==> config.mk <==
export PLATFORM = sky130hd
export DESIGN_NAME = radial_dist_sq
export DESIGN_NICKNAME = d
export VERILOG_FILES = /design/src/rtl/radial_dist_sq_pkg.sv /design/src/rtl/radial_dist_sq_serial_squarer.sv /design/src/rtl/radial_dist_sq.sv
export SDC_FILE = /design/constraint.sdc
export NUM_CORES = 1
export LEC_CHECK = 0
export ABC_CLOCK_PERIOD_IN_PS = 4900
export CORE_MARGIN = 5
export CORE_UTILIZATION = 45
export CTS_BUF_LIST = sky130_fd_sc_hd__clkbuf_4
export DETAILED_ROUTE_END_ITERATION = 7
export SLEW_MARGIN = 10
export SYNTH_ARGS = -nofsm -noshare
export SYNTH_HDL_FRONTEND = slang
export SYNTH_SLANG_ARGS = --single-unit
==> constraint.sdc <==
create_clock -name clk -period 4.9 [get_ports clk]
set_input_delay 0.98 -clock clk [delete_from_list [all_inputs] [get_ports clk]]
set_output_delay 0.98 -clock clk [all_outputs]
set_load 0.01 [all_outputs]
==> src/rtl/radial_dist_sq_pkg.sv <==
// Shared FSM encoding and width helpers for the radial_dist_sq block.
package radial_dist_sq_pkg;

  typedef enum logic [1:0] {
    ST_IDLE = 2'd0,
    ST_CALC = 2'd1,
    ST_RUN  = 2'd2
  } state_t;

  // Width of a squared coordinate.
  function automatic int sq_width(input int coord_w);
    return 2 * coord_w;
  endfunction

  // Width of the sum of two squares, before saturation.
  function automatic int sum_width(input int coord_w);
    return 2 * coord_w + 1;
  endfunction

endpackage

==> src/rtl/radial_dist_sq_serial_squarer.sv <==
// Shift-add squarer: one operand bit per cycle, W cycles from start to done.
module serial_squarer
  import radial_dist_sq_pkg::*;
#(
  parameter  int W    = 10,
  localparam int SQ_W = sq_width(W)
) (
  input  logic            clk,
  input  logic            rst_n,
  input  logic            start,
  input  logic [W-1:0]    operand,
  output logic [SQ_W-1:0] result,
  output logic            done
);

  localparam int CNT_W = $clog2(W + 1);

  logic [SQ_W-1:0]  mcand;
  logic [W-1:0]     mult;
  logic [CNT_W-1:0] count;
  logic             active;

  // The start cycle already consumes operand bit 0, so the product is
  // complete after W-1 further iterations and done rises W cycles after start.
  // NOTE: state registers take non-blocking assignments so every flop samples
  // the pre-edge values regardless of statement order.
  always_ff @(posedge clk or negedge rst_n) begin
    if (!rst_n) begin
      result <= '0;
      mcand  <= '0;
      mult   <= '0;
      count  <= '0;
      active <= 1'b0;
    end else if (start) begin
      result <= operand[0] ? SQ_W'(operand) : '0;
      mcand  <= SQ_W'(operand) << 1;
      mult   <= operand >> 1;
      count  <= CNT_W'(1);
      active <= 1'b1;
    end else if (active && count != CNT_W'(W)) begin
      if (mult[0]) result <= result + mcand;
      mcand <= mcand << 1;
      mult  <= mult >> 1;
      count <= count + CNT_W'(1);
    end
  end

  assign done = active && (count == CNT_W'(W));

endmodule

==> src/rtl/radial_dist_sq.sv <==
// Incremental (x-cx)^2+(y-cy)^2 generator tracking the VGA scan position.
// Optional macro DIST_SQ_OUTREG_EN registers dist_sq/dist_valid from next-state values.
module radial_dist_sq
  import radial_dist_sq_pkg::*;
#(
  parameter int COORD_W   = 10,
  parameter int OUT_WIDTH = 16
) (
  input  logic                 clk,
  input  logic                 rst_n,
  input  logic                 frame_start,
  input  logic                 line_end,
  input  logic                 pix_en,
  input  logic [COORD_W-1:0]   center_x,
  input  logic [COORD_W-1:0]   center_y,
  output logic [OUT_WIDTH-1:0] dist_sq,
  output logic                 dist_valid,
  output logic                 busy
);

  localparam int SQ_W  = sq_width(COORD_W);
  localparam int SUM_W = sum_width(COORD_W);

  state_t              state, state_d;
  logic                phase, phase_d;      // 0: squaring cx, 1: squaring cy
  logic [COORD_W-1:0]  cx, cx_d, cy, cy_d;
  logic [SQ_W-1:0]     cx2, cx2_d, dx2, dx2_d, dy2, dy2_d;
  logic [COORD_W:0]    dx, dx_d, dy, dy_d;  // two's complement offsets

  logic                sq_start;
  logic [COORD_W-1:0]  sq_operand;
  logic [SQ_W-1:0]     sq_result;
  logic                sq_done;

  // (d+1)^2 = d^2 + 2d + 1, with d sign-extended to the square width.
  function automatic logic [SQ_W-1:0] step_sq(input logic [COORD_W:0] d,
                                              input logic [SQ_W-1:0]  d2);
    logic [SQ_W-1:0] d_ext;
    d_ext = {{(SQ_W - COORD_W - 1){d[COORD_W]}}, d};
    return d2 + (d_ext << 1) + SQ_W'(1);
  endfunction

  function automatic logic [OUT_WIDTH-1:0] saturate(input logic [SQ_W-1:0] a,
                                                    input logic [SQ_W-1:0] b);
    logic [SUM_W-1:0] sum;
    sum = SUM_W'(a) + SUM_W'(b);
    return (|sum[SUM_W-1:OUT_WIDTH]) ? {OUT_WIDTH{1'b1}} : sum[OUT_WIDTH-1:0];
  endfunction

  serial_squarer #(.W(COORD_W)) u_squarer (
    .clk     (clk),
    .rst_n   (rst_n),
    .start   (sq_start),
    .operand (sq_operand),
    .result  (sq_result),
    .done    (sq_done)
  );

  // NOTE: every signal written here gets a default first, so no path leaves
  // it unassigned and no latch is inferred.
  always_comb begin
    state_d    = state;
    phase_d    = phase;
    cx_d       = cx;
    cy_d       = cy;
    cx2_d      = cx2;
    dx_d       = dx;
    dx2_d      = dx2;
    dy_d       = dy;
    dy2_d      = dy2;
    sq_start   = 1'b0;
    sq_operand = center_x;

    if (frame_start) begin
      state_d  = ST_CALC;
      phase_d  = 1'b0;
      cx_d     = center_x;
      cy_d     = center_y;
      sq_start = 1'b1;
    end else begin
      case (state)
        ST_CALC: begin
          if (sq_done && !phase) begin
            cx2_d      = sq_result;
            phase_d    = 1'b1;
            sq_start   = 1'b1;
            sq_operand = cy;
          end else if (sq_done) begin
            state_d = ST_RUN;
            dx_d    = -{1'b0, cx};
            dx2_d   = cx2;
            dy_d    = -{1'b0, cy};
            dy2_d   = sq_result;
          end
        end
        ST_RUN: begin
          // line_end takes priority; a coincident pix_en is dropped.
          if (line_end) begin
            dy2_d = step_sq(dy, dy2);
            dy_d  = dy + (COORD_W + 1)'(1);
            dx_d  = -{1'b0, cx};
            dx2_d = cx2;
          end else if (pix_en) begin
            dx2_d = step_sq(dx, dx2);
            dx_d  = dx + (COORD_W + 1)'(1);
          end
        end
        default: ;
      endcase
    end
  end

  always_ff @(posedge clk or negedge rst_n) begin
    if (!rst_n) begin
      state <= ST_IDLE;
      phase <= 1'b0;
      cx    <= '0;
      cy    <= '0;
      cx2   <= '0;
      dx    <= '0;
      dx2   <= '0;
      dy    <= '0;
      dy2   <= '0;
      busy  <= 1'b0;
`ifdef DIST_SQ_OUTREG_EN
      dist_sq    <= '0;
      dist_valid <= 1'b0;
`endif
    end else begin
      state <= state_d;
      phase <= phase_d;
      cx    <= cx_d;
      cy    <= cy_d;
      cx2   <= cx2_d;
      dx    <= dx_d;
      dx2   <= dx2_d;
      dy    <= dy_d;
      dy2   <= dy2_d;
      busy  <= (state_d == ST_CALC);
`ifdef DIST_SQ_OUTREG_EN
      dist_sq    <= saturate(dx2_d, dy2_d);
      dist_valid <= (state_d == ST_RUN);
`endif
    end
  end

`ifndef DIST_SQ_OUTREG_EN
  assign dist_sq    = saturate(dx2, dy2);
  assign dist_valid = (state == ST_RUN);
`endif

endmodule

After elaboration in Yosys (flattened, before gate mapping)
Index checks and enable logic that the tools add are counted.
Word-level totals
  flip-flop bits (word level): 161
  output and inout bits: 18
Operators by class
  $add $sub $neg: 11
  equality and inequality tests: 9
  mux-type cells: 42
  bitwise logic cells: 1
  reduce and logical (&&, ||, !) cells: 15
Operators with widths (number)
  $mux W20: 12
  $pmux W20 S2: 2
  $mux W11: 7
  $add A20 B20 Y20: 3
  $mux W10: 6
  $pmux W11 S2: 2
  $add A20 B1 Y20 const B: 2
  $add A11 B1 Y11 const B: 2
  $neg A10 Y11: 2
  $add A20 B20 Y21: 1
  $mux W16: 1
  $reduce_and A5 Y1: 2
  $reduce_bool A2 Y1: 5
  $mux W2: 4
  $mux W4: 2
  $mux W1: 6
  $ne A2 B2 Y1 const B: 3
  $reduce_or A5 Y1: 1
  $add A4 B1 Y4 const B: 1
  $eq A2 B1 Y1 const B: 2
  $eq A4 B4 Y1 const B: 1
  $ne A4 B4 Y1 const B: 1
  $reduce_and A2 Y1: 2
  $logic_and A1 B1 Y1: 3
  other kinds (5): 5

Depth between registers and ports, before layout
  depth after elaboration: 8
  gate-level depth with buffers: 12
  depth with buffers taken out: 11

Cells and area by module
Synthesis repeated with hierarchy kept, for this count alone.
Second synthesis, totals
  cell total of the unflattened synthesis: 1277
  area total of the unflattened synthesis: 11023.1 um2
Modules (own cells, without submodules)
  radial_dist_sq: instances 1, cells each 893, area each 7739.9 um2, sequential area each 2652.5 um2
  serial_squarer: instances 1, cells each 384, area each 3283.1 um2, sequential area each 1326.3 um2

Worst setup path before layout
Ideal clock, no wire load.
  kind: register -> output
  start point: register dx2[0]
  end point: output dist_sq[0]
  data arrival time: 2.842 ns
  setup slack: 1.078 ns
  cell stages (with the launch flop): 13
  buffers on the path: 1
  cells stage by stage: dfrtp_1 -> ha_1 -> fa_1 -> a211oi_2 -> o21ai_1 -> nor4bb_1 -> nor2_1 -> o221a_2 -> xnor2_1 -> a2111oi_2 -> nand4_1 -> buf_2 -> or2_1
On the way
  word-level cells in the longest chain between the ends: 3
RTL lines
  start, declared: line radial_dist_sq.sv:27  | logic [SQ_W-1:0] cx2, cx2_d, dx2, dx2_d, dy2, dy2_d;
  start signal, assigned: line radial_dist_sq.sv:121  | dx2 <= '0;
  start signal, assigned: line radial_dist_sq.sv:136  | dx2 <= dx2_d;
  $add A20 B20 Y21 *: line radial_dist_sq.sv:46  | sum = SUM_W'(a) + SUM_W'(b);
  $reduce_or A5 Y1: line radial_dist_sq.sv:47  | return (|sum[SUM_W-1:OUT_WIDTH]) ? {OUT_WIDTH{1'b1}} : sum[OUT_WIDTH-1:0];
  $mux W16 *: line radial_dist_sq.sv:47
  end, declared: line radial_dist_sq.sv:16  | output logic [OUT_WIDTH-1:0] dist_sq,
Every way passes the cells marked *; elsewhere a longest branch is shown, timed or not.

Final worst setup path
  start point: register dx2[0]
  end point: output dist_sq[15]
The elaborated chain is that of the path after synthesis.

==> results.toml <==
[clock_tree]
htree_levels = 4
cts.clk_slew.worst_paths_ns = 0.17
cts_hold_repair.buffers = 0
cts.sink_count = 159
number_of_buffers_created_by_cts = 17
cts_max_path_buffers = 2
cts.root.buffer_cell = "sky130_fd_sc_hd__clkbuf_4"
clk-insertion-delay-late_ns = 0.57
cts_tree = "built"

[power]
seq_power_share_pct = 52.6
netSwitchingFraction_pct = 33.30
power_density_mw_per_mm2 = 240.1
power.static_leakage_uw = 0.005281
power.clock.fraction_pct = 27.2
comb_power_share_pct = 20.2
switching_power_uw = 949.7
p_int_uw = 1903
vdd.ir_drop.worst_v = 0.0001490

[global_routing]
gr-total-overflow = 0
global_route_wire_length_before_repair_mm = 46.61
grt.total_usage_pct = 21.48
pin_count_of_the_biggest_net_entering_global_routing = 107
antenna_found_initial = 1
vias_in_the_first_global_route = 8857

[die]
placeableCoreArea_mm2 = 0.02347
placement_rows = 56
die_height_um = 164.5
die_area_mm2 = 0.02706
top_level_ports = 43
fp.dieW_um = 164.5
start_util_pct = 45.76

[logic_synthesis]
yosys_register_bits = 159
synth_top_flop_cell = "sky130_fd_sc_hd__dfrtp_1"
synth-simple-area-share_pct = 17.08
post_synth_most_frequent_cells = "159 x sky130_fd_sc_hd__dfrtp_1, 154 x sky130_fd_sc_hd__a21oi_1, 143 x sky130_fd_sc_hd__nand2_1"
synth_top_cells_by_area = "sky130_fd_sc_hd__dfrtp_1 37%, sky130_fd_sc_hd__ha_1 9.3%, sky130_fd_sc_hd__a21oi_1 7.2%"
synth_area_per_cell_um2 = 8.558
synthMostInstantiatedCell = "sky130_fd_sc_hd__dfrtp_1"
synthesis.yosys.warnings = 0
instance_count_of_the_mapped_netlist = 1255
synth-async-reset-ratio_pct = 100.0
most_area_hungry_cell_type_in_the_yosys_netlist = "sky130_fd_sc_hd__dfrtp_1"
largest_family_of_logic_cells_by_synthesized_area = "compound AO/OA/AOI/OAI gates"
post_synth_xor_area_fraction_pct = 6.442
yosys-mux-area-fraction_pct = 4.066
yosysSeqAreaShare_pct = 37.05
synth_top_area_share_pct = 37.05
synth.lib_cells_used.distinct = 61
synthesis.nets = 1364
synth_edf_count = 0
synth.cell_area_mm2 = 0.01074
synth_compound_area_share_pct = 22.31
synth_adder_area_share_pct = 10.07

[routing]
detailedRoute.firstIterationViolations = 658
avgViaCountPerCell = 5.735
post_drt_wl_per_cell_um = 17.51
drc = 0
routed_wl_mm = 28.31
num_vias = 9274
drtPass1Iterations = 5
final_antenna_net_count = 0

[placed_design]
final_hpwl_dp_mm = 20.99
detailed_place.area_mm2 = 0.01148
post-place-cells = 1577
pre_cts_ws_ns = 0.1089
globalplace.congestion = 0.8817
buffer_ports.inserted = 42

[timing]
drv_slew = 0
final.setup.tns_ns = 0
worst_slew_pin_slew_ns = 1.220
final.setup_skew_ns = 0.03503
timing.final.setup_violations = 0
finalCriticalPeriod_ns = 4.682
finalCritPeriodShare_pct = 95.56
worst_slack_ns = 0.2177
timing.slew.headroom_pct = 18.67
fmax_mhz = 213.6
timing.final.hold_violations = 0

[hold_path]
hold_path.startpoint = "cx2[14]"
hold_path.class = "reg2reg"
hold_path_depth = 1
hold-path-endpoint = "cx2[14]"

[finish]
num-fill-cells = 2253
post_route_non_filler_standard_cell_count = 1617
areaGrowthSynthToFinish_pct = 10.62
design_area_mm2 = 0.01188
drive_gt1_share_pct = 8.558
nets = 1394

[setup_path]
critPathArrivalTime_ns = 3.70
worst_setup_path_end_kind = "output port"
critical_path.max_fanout = 16
reg2reg_from = "u_squarer.result[1]"
worstSetupPathType = "reg2out"
startpoint_type = "flop"
r2r_cells = 11
reg2reg_setup_slack_ns = 1.44
critPathLaunch = "dx2[0]"
r2r_end = "u_squarer.result[19]"
worst-endpoint-required_ns = 3.92

[job]
maxCapViolations = 0

[status]
outcome = "complete, no violations"
critical path, cell delays in order (launching register included):
cell	delay [ns]
sky130_fd_sc_hd__dfrtp_1	0.42
sky130_fd_sc_hd__ha_2	0.21
sky130_fd_sc_hd__fa_2	0.38
sky130_fd_sc_hd__a211oi_2	0.24
sky130_fd_sc_hd__o21ai_1	0.11
sky130_fd_sc_hd__nor4bb_4	0.18
sky130_fd_sc_hd__nor2_1	0.12
sky130_fd_sc_hd__o221a_2	0.20
sky130_fd_sc_hd__xnor2_1	0.07
sky130_fd_sc_hd__a2111oi_2	0.29
sky130_fd_sc_hd__nand4_1	0.12
sky130_fd_sc_hd__buf_4	0.19
sky130_fd_sc_hd__nand2b_1	0.15
sky130_fd_sc_hd__clkdlybuf4s50_1	0.47
layout make-up:
class / instances / area (um^2) / share of cell area [%]
clock buffers: 17 / 127.6 / 1.074
flip-flops and latches: 159 / 3981 / 33.51
well taps: 319 / 399.1 / 3.359
inverters: 32 / 120.1 / 1.011
diodes: 1 / 2.502 / 0.02106
repair buffers: 64 / 601.8 / 5.065
clock inverters: 14 / 135.1 / 1.137
multi-input cells: 1011 / 6514 / 54.82
placed cells by master, fill, tap and decap left out, types with 4 or more instances in the layout:
cell type / n
sky130_fd_sc_hd__dfrtp_1: 157
sky130_fd_sc_hd__a21oi_1: 152
sky130_fd_sc_hd__nand2_1: 143
sky130_fd_sc_hd__nor2_1: 113
sky130_fd_sc_hd__o21ai_0: 103
sky130_fd_sc_hd__ha_1: 76
sky130_fd_sc_hd__xor2_1: 40
sky130_fd_sc_hd__xnor2_1: 39
sky130_fd_sc_hd__clkdlybuf4s50_1: 35
sky130_fd_sc_hd__nand3_1: 34
sky130_fd_sc_hd__inv_1: 31
sky130_fd_sc_hd__nand2b_1: 31
sky130_fd_sc_hd__a21o_1: 30
sky130_fd_sc_hd__mux2_2: 29
sky130_fd_sc_hd__nor3_1: 22
sky130_fd_sc_hd__buf_4: 22
sky130_fd_sc_hd__a31oi_1: 17
sky130_fd_sc_hd__clkbuf_4: 17
sky130_fd_sc_hd__o22ai_1: 15
sky130_fd_sc_hd__and3_1: 14
sky130_fd_sc_hd__o21a_1: 13
sky130_fd_sc_hd__o21bai_1: 12
sky130_fd_sc_hd__mux2i_1: 11
sky130_fd_sc_hd__a211oi_1: 11
sky130_fd_sc_hd__nor2b_1: 9
sky130_fd_sc_hd__nand4_1: 8
sky130_fd_sc_hd__o31ai_1: 7
sky130_fd_sc_hd__dlymetal6s2s_1: 6
sky130_fd_sc_hd__nor3b_1: 5
sky130_fd_sc_hd__or3_1: 5
sky130_fd_sc_hd__o211ai_1: 5
sky130_fd_sc_hd__nor4_1: 4
sky130_fd_sc_hd__or2_2: 4
sky130_fd_sc_hd__clkinv_4: 4
per-layer routing:
layer / GRT usage [%] / share of wire (%) / vias up
li1: - / - / 4554
met1: 32.05 / 50 / 4492
met2: 32.88 / 44 / 193
met3: 2.995 / 3.8 / 35
met4: 5.633 / 2.1 / 0
met5: 0 / 0 / -
per-stage QoR:
step	hold slack, ns	total power [uW]	util [%]
detailed placement	0.4929	2088	48.91
finish	0.5198	2852	50.62
global route	0.5300	3028	50.62
global placement	0.4810	2078	48.91
CTS	0.5222	2872	50.20
floorplan	0.4627	1890	-
flip-flops by register name (all words and copies together), names as in the netlist:
register,count
dy2,20
u_squarer.mcand,19
u_squarer.mult,9
dx,11
u_squarer.active,1
busy,1
cx2,20
cx,10
u_squarer.result,20
dx2,20
u_squarer.count,4
dy,11
cy,10
state,2
phase,1
logic make-up after synthesis:
| logic type | after synthesis |
|---|---|
| simple gates | 405 |
| fa+ha+maj | 84 |
| compound gates | 403 |
| buf+inv | 85 |
| flops | 159 |
| xor+xnor | 79 |
| mux | 40 |
power by group through the flow:
stage | combinational (uW) | clock, uW | sequential (uW)
after CTS | 573 | 803 | 1500
after global routing | 653 | 864 | 1510
after detailed placement | 566 | 0 | 1520
final | 575 | 777 | 1500
after floorplan | 419 | 0 | 1470
after global placement | 560 | 0 | 1520
repair_timing:
item | in CTS | in global routing
resized for setup | 3 | 17
buffers inserted | 3 | 5
pin swaps | 2 | 2
endpoints found under the setup margin | 16 | 16
gates cloned | 0 | 0
hold endpoints to repair | 0 | 0
worst max-delay path by stage:
stage                  end  slack, ns  cells past startpoint
2_1_floorplan   dist_sq[0]       1.08                     12
3_3_place_gp   dist_sq[12]       0.18                     12
3_5_place_dp    dist_sq[0]       0.11                     12
4_1_cts        dist_sq[12]      0.002                     12
5_1_grt        dist_sq[14]      -0.03                     12
6_report       dist_sq[15]       0.22                     13
No activity file was read; power rests on OpenSTA's default activity.
